`config.mk`:
```
export PLATFORM = sky130hd
export DESIGN_NAME = pdm_cic_decimator
export DESIGN_NICKNAME = d
export VERILOG_FILES = /design/src/rtl/pdm_cic_decimator.sv
export SDC_FILE = /design/constraint.sdc
export NUM_CORES = 2
export LEC_CHECK = 0
export CORE_MARGIN = 8
export CORE_UTILIZATION = 55
export CTS_CLUSTER_DIAMETER = 150
export DETAILED_ROUTE_END_ITERATION = 7
export PLACE_DENSITY_LB_ADDON = 0.12
export SKIP_CTS_REPAIR_TIMING = 1
export SYNTH_ARGS = -nofsm -noshare
export SYNTH_HDL_FRONTEND = slang
export SYNTH_SLANG_ARGS = --single-unit
```
`constraint.sdc`:
```
create_clock -name clk -period 39.5 [get_ports clk]
set_input_delay 3.95 -clock clk [delete_from_list [all_inputs] [get_ports clk]]
set_output_delay 3.95 -clock clk [all_outputs]
set_load 0.02 [all_outputs]
```
`src/rtl/pdm_cic_decimator.sv`:
```
// PDM microphone front end: generates the shared mic clock and decimates every
// 1-bit PDM stream with a 3rd-order CIC into offset-binary PCM words.
module pdm_cic_decimator #(
    parameter int BIT_WIDTH  = 8,
    parameter int NUM_MICS   = 9,
    parameter int LOG2_DECIM = 6,
    parameter int PDM_DIV    = 4
) (
    input  logic                 clk,
    input  logic                 rst,
    input  logic                 enable,
    input  logic [NUM_MICS-1:0]  pdm_data_in,
    output logic                 mic_clk,
    output logic [BIT_WIDTH-1:0] pcm_data_out [0:NUM_MICS-1],
    output logic                 pcm_valid
);

    localparam int W     = 3 * LOG2_DECIM + 1;
    localparam int DIV_W = $clog2(PDM_DIV);
    localparam logic [W-1:0] Y_MAX = {1'b0, {(W-1){1'b1}}};
    localparam logic [DIV_W-1:0] DIV_LAST = DIV_W'(PDM_DIV - 1);
    localparam logic [DIV_W-1:0] DIV_HALF = DIV_W'(PDM_DIV / 2);

    // ---------------- control ----------------
    logic                  r_en_d;
    logic [DIV_W-1:0]      r_div_cnt;
    logic                  r_mic_clk;
    logic [LOG2_DECIM-1:0] r_dec_cnt;
    logic [1:0]            r_warm_cnt;
    logic                  r_last;
    logic                  r_pcm_valid;

    logic                  w_rise;
    logic [DIV_W-1:0]      w_div_cur;
    logic [DIV_W-1:0]      w_div_next;
    logic [LOG2_DECIM-1:0] w_dec_cur;
    logic [1:0]            w_warm_cur;
    logic                  w_strobe;
    logic                  w_last;
    logic                  w_comb_upd;
    logic                  w_emit;

    // An enable rising edge restarts the divider and the period/warm-up counters
    // in the very cycle enable is first seen high.
    assign w_rise     = enable & ~r_en_d;
    assign w_div_cur  = w_rise ? '0 : r_div_cnt;
    assign w_div_next = (w_div_cur == DIV_LAST) ? '0 : w_div_cur + 1'b1;
    assign w_dec_cur  = w_rise ? '0 : r_dec_cnt;
    assign w_warm_cur = w_rise ? '0 : r_warm_cnt;
    assign w_strobe   = enable & (w_div_cur == DIV_LAST);
    assign w_last     = w_strobe & (w_dec_cur == '1);
    assign w_comb_upd = enable & r_last;
    assign w_emit     = w_comb_upd & (w_warm_cur == 2'd3);

    always_ff @(posedge clk or posedge rst) begin
        if (rst) begin
            r_en_d      <= 1'b0;
            r_div_cnt   <= '0;
            r_mic_clk   <= 1'b0;
            r_dec_cnt   <= '0;
            r_warm_cnt  <= '0;
            r_last      <= 1'b0;
            r_pcm_valid <= 1'b0;
        end else begin
            r_en_d      <= enable;
            r_pcm_valid <= w_emit;
            if (enable) begin
                r_div_cnt <= w_div_next;
                r_mic_clk <= (w_div_next < DIV_HALF);
                r_last    <= w_last;
                r_dec_cnt <= w_strobe ? w_dec_cur + 1'b1 : w_dec_cur;
                if (w_comb_upd && (w_warm_cur != 2'd3)) begin
                    r_warm_cnt <= w_warm_cur + 2'd1;
                end else begin
                    r_warm_cnt <= w_warm_cur;
                end
            end else begin
                // A final sample still in flight when enable drops is discarded.
                r_mic_clk <= 1'b0;
                r_last    <= 1'b0;
            end
        end
    end

    assign mic_clk   = r_mic_clk;
    assign pcm_valid = r_pcm_valid;

    // ---------------- per-mic CIC datapath ----------------
    logic [W-1:0]         r_i1  [NUM_MICS];
    logic [W-1:0]         r_i2  [NUM_MICS];
    logic [W-1:0]         r_i3  [NUM_MICS];
    logic [W-1:0]         r_d1  [NUM_MICS];
    logic [W-1:0]         r_d2  [NUM_MICS];
    logic [W-1:0]         r_d3  [NUM_MICS];
    logic [BIT_WIDTH-1:0] r_pcm [NUM_MICS];

    logic [W-1:0]         w_i1n [NUM_MICS];
    logic [W-1:0]         w_i2n [NUM_MICS];
    logic [W-1:0]         w_i3n [NUM_MICS];
    logic [W-1:0]         w_c1  [NUM_MICS];
    logic [W-1:0]         w_c2  [NUM_MICS];
    logic [W-1:0]         w_c3  [NUM_MICS];
    logic [BIT_WIDTH-1:0] w_pcm [NUM_MICS];

    // Integrators chain within one sample (i2 sees the new i1, i3 the new i2),
    // so a constant input of ones settles to exactly DECIM^3 at the comb output.
    always_comb begin
        for (int m = 0; m < NUM_MICS; m++) begin
            w_i1n[m] = r_i1[m] + W'(pdm_data_in[m]);
            w_i2n[m] = r_i2[m] + w_i1n[m];
            w_i3n[m] = r_i3[m] + w_i2n[m];
            w_c1[m]  = r_i3[m] - r_d1[m];
            w_c2[m]  = w_c1[m] - r_d2[m];
            w_c3[m]  = w_c2[m] - r_d3[m];
            // Only y == DECIM^3 exceeds Y_MAX; it maps to the all-ones code.
            w_pcm[m] = (w_c3[m] > Y_MAX) ? '1 : w_c3[m][W-2 -: BIT_WIDTH];
        end
    end

    always_ff @(posedge clk or posedge rst) begin
        if (rst) begin
            for (int m = 0; m < NUM_MICS; m++) begin
                r_i1[m]  <= '0;
                r_i2[m]  <= '0;
                r_i3[m]  <= '0;
                r_d1[m]  <= '0;
                r_d2[m]  <= '0;
                r_d3[m]  <= '0;
                r_pcm[m] <= '0;
            end
        end else begin
            for (int m = 0; m < NUM_MICS; m++) begin
                if (w_strobe) begin
                    r_i1[m] <= w_i1n[m];
                    r_i2[m] <= w_i2n[m];
                    r_i3[m] <= w_i3n[m];
                end
                if (w_comb_upd) begin
                    r_d1[m] <= r_i3[m];
                    r_d2[m] <= w_c1[m];
                    r_d3[m] <= w_c2[m];
                end
                if (w_emit) begin
                    r_pcm[m] <= w_pcm[m];
                end
            end
        end
    end

    always_comb begin
        for (int m = 0; m < NUM_MICS; m++) begin
            pcm_data_out[m] = r_pcm[m];
        end
    end

endmodule

```
==> summary.txt <==
Cell Chain, Critical Path -> clkdlybuf4s50_1 > and2_4 > buf_4 > buf_4 > buf_4 > buf_4 > buf_4 > mux2_2
root buffer cell -> clkbuf_16
Synth area leaders -> dfrtp_1 35%, ha_1 13%, nand2_1 7.4%
Final Hold Fails -> 0
ANT nets after route -> 0
Comb pwr share -> 26.3%
later-pin clock latency in the skew report -> 780 ps
cell family with most CP delay -> buffers and inverters
area post-placement -> 81400 um^2
final core utilization -> 60.4%
total gr overflow -> 0
P_leak -> 43.9 nW
I/O Buffers -> 85
Die Ht -> 394 um
Max-cap violations -> 0
Syn Nets -> 10000
vias in the first global route -> 59200
post-synth top area share -> 35.4%
layout cells sized above 1 -> 4.71%
setup violators final -> 0
Max IR drop VDD -> 0.0000343 V
WL per Instance -> 14.6 um
hpwl dp -> 119 mm
Clock Tree Buf Depth -> 3
number of synthesized register bits -> 1112
crit-path max cell delay -> 980 ps
Setup Skew -> 33.8 ps
Max H-tree Level -> 4
setup TNS -> 0 ps
max-slew violations -> 0
fin crit share -> 24.0%
slew margin rel. -> 24.4%
most used cell, CP -> buf_4
nets@finish -> 10100
Remaining DRCs -> 0
Detailed Routing Iterations Pass 1 -> 5
syn avg cell area -> 8.59 um^2
Initial Util -> 55.1%
GRT Util Overall -> 20.9%
Ports -> 86
row count -> 139
antenna violations before repair -> 6
Hold Path Class -> reg -> reg
post-synth cell types -> 94
largest area contributor in the netlist -> dfrtp_1
sw frac -> 31.5%
Mapped Cells -> 9159
RSZ-0062 raised after global routing -> no
design area -> 86200 um^2
DR vias/cell -> 5.44
slowest CP cell -> clkdlybuf4s50_1
CP max FO -> 122
Power Dens Cells -> 40.8 nW/um^2
critical path class -> in -> reg
FFs w/ async S/R, synth -> 100%
Hold WS -> 461 ps
CP Capture Type -> register
first-pass GRT wire length -> 283 mm
Worst EP required -> 40150 ps
pin count of the biggest net entering global routing -> 209
FMAX -> 105 MHz
mapped cell area -> 78700 um^2
Tightest Pin Transition -> 1120 ps
DR vias -> 61000
Total Wirelength -> 164 mm
die area -> 155000 um^2
Period minus WS final -> 9500 ps
Critical Path Source Type -> input pin
P_int -> 2.41 mW
CTS tree -> built
sequential share of power -> 35.9%
Num CTS Buffers -> 137
Clock transition at path regs -> 60 ps
top_reg_cell synth -> dfrtp_1
P_sw -> 1.11 mW
CP Buf/Inv Count -> 6
register area share after synthesis -> 35.4%
status -> finished clean
Core ar. -> 143000 um^2
die width -> 394 um
CP Data Arrival Time -> 10150 ps
CTS sink cnt -> 1112
# fillers -> 12400
clock network power share -> 37.8%
RePlAce Congestion -> 0.838
Post-synth EDFFs -> 0
Starting DRT DRC Count -> 2910
Area growth, synth to finish -> 9.52%
Syn. warnings -> 0
-- cell usage after synthesis (all sizes together) (123+ instances only) --
library cell and instances:
inv 713, ha 831, and3 130, nand3 169, a31oi 123, dfrtp 1112
xor2 337, xnor2 583, nand2 1550, o21ai 871, nor3 186, nor2 554
a21oi 402, a21o 138, clkbuf 210
-- cell type report --
type	count	area [um^2]	share of cell area, %
timing repair buffer	119	1140	1.33
inverter	714	2690	3.12
tap	1903	2380	2.76
sequential	1112	27800	32.3
clock inverter	54	728	0.845
clock buffer	191	4060	4.71
multi-input combinational	7106	47400	55.0
antenna	1	2.50	0.00290
-- cell families (layout without fill, tap and decap cells) --
group,after synthesis,in the layout,share of synthesized area [%]
xor gates and xnor gates,928,928,10.5
muxes,85,85,1.20
DFF,1112,1112,35.4
and+or+nand+nor,3068,3068,17.4
other,0,1,0
buffers and inverters,941,1078,4.49
adders and majority gates,876,876,14.4
AOI/OAI and AO/OA,2149,2149,16.7
-- layout by cell type (no fill, tap or decap), types with 129 or more instances in the layout --
cell	Yosys	final
a21oi_1	402	402
nand2_1	1550	1548
clkbuf_16	0	143
nor3_1	185	185
nand3_1	167	167
xor2_1	337	337
a21o_1	137	137
dfrtp_1	1112	1112
and3_1	129	129
nor2_1	554	554
ha_1	831	831
xnor2_1	581	581
inv_1	712	711
o21ai_0	853	853
-- path summary, 6_finish.rpt --
| path | startpoint | end | slack (ps) | cells after the start |
|---|---|---|---|---|
| worst max-delay path | enable | r_d3[146]$_DFFE_PP0P_ | 30000 | 8 |
| worst min-delay path | pcm_data_out[64]$_DFFE_PP0P_ | pcm_data_out[64]$_DFFE_PP0P_ | 460 | 2 |
| worst max register to register | r_i3[152]$_DFFE_PP0P_ | pcm_data_out[71]$_DFFE_PP0P_ | 31850 | 27 |
| worst min register to register | pcm_data_out[64]$_DFFE_PP0P_ | pcm_data_out[64]$_DFFE_PP0P_ | 460 | 2 |
| max in group asynchronous | rst | r_i1[70]$_DFFE_PP0P_ | 31980 | 6 |
| min in group asynchronous | rst | r_d3[135]$_DFFE_PP0P_ | 3640 | 2 |
-- registers in the layout (all words and copies together), names as in the netlist --
register and cells:
r_i2 171, r_d1 171, r_warm_cnt 2, mic_clk 1, r_last 1, r_d3 171, pcm_valid 1, r_d2 171
r_dec_cnt 6, pcm_data_out 72, r_en_d 1, r_i1 171, r_i3 171, r_div_cnt 2
-- metal layers --
metal	vias to the layer above	routed length [um]	global-route usage [%]
li1	31600	-	-
met1	28500	84000	30.3
met2	737	70700	32.9
met3	186	6770	3.76
met4	0	2460	4.24
met5	-	0	0
-- power groups by stage --
stage | clock network [mW] | logic [mW] | registers [mW]
6_report | 1.33 | 0.924 | 1.26
5_1_grt | 1.41 | 1.06 | 1.27
2_1_floorplan | 0 | 0.729 | 1.27
3_5_place_dp | 0 | 0.920 | 1.28
4_1_cts | 1.37 | 0.930 | 1.26
3_3_place_gp | 0 | 0.890 | 1.28
-- tightest hold or removal path: cells and delay by family (launching register included) --
kind             cells  cell delay, ps
and+or+nand+nor      2              90
DFF                  1             340
-- stage by stage --
stage               setup slack, ps  total power, mW  cells
floorplan                      4240             1.99   9159
global placement              29250             2.17  11000
detailed placement            29170             2.20  11000
CTS                           30000             3.56  11200
global route                  29410             3.74  11200
finish                        30000             3.51  11200
Note: power is estimated with default switching activity, not from simulation.
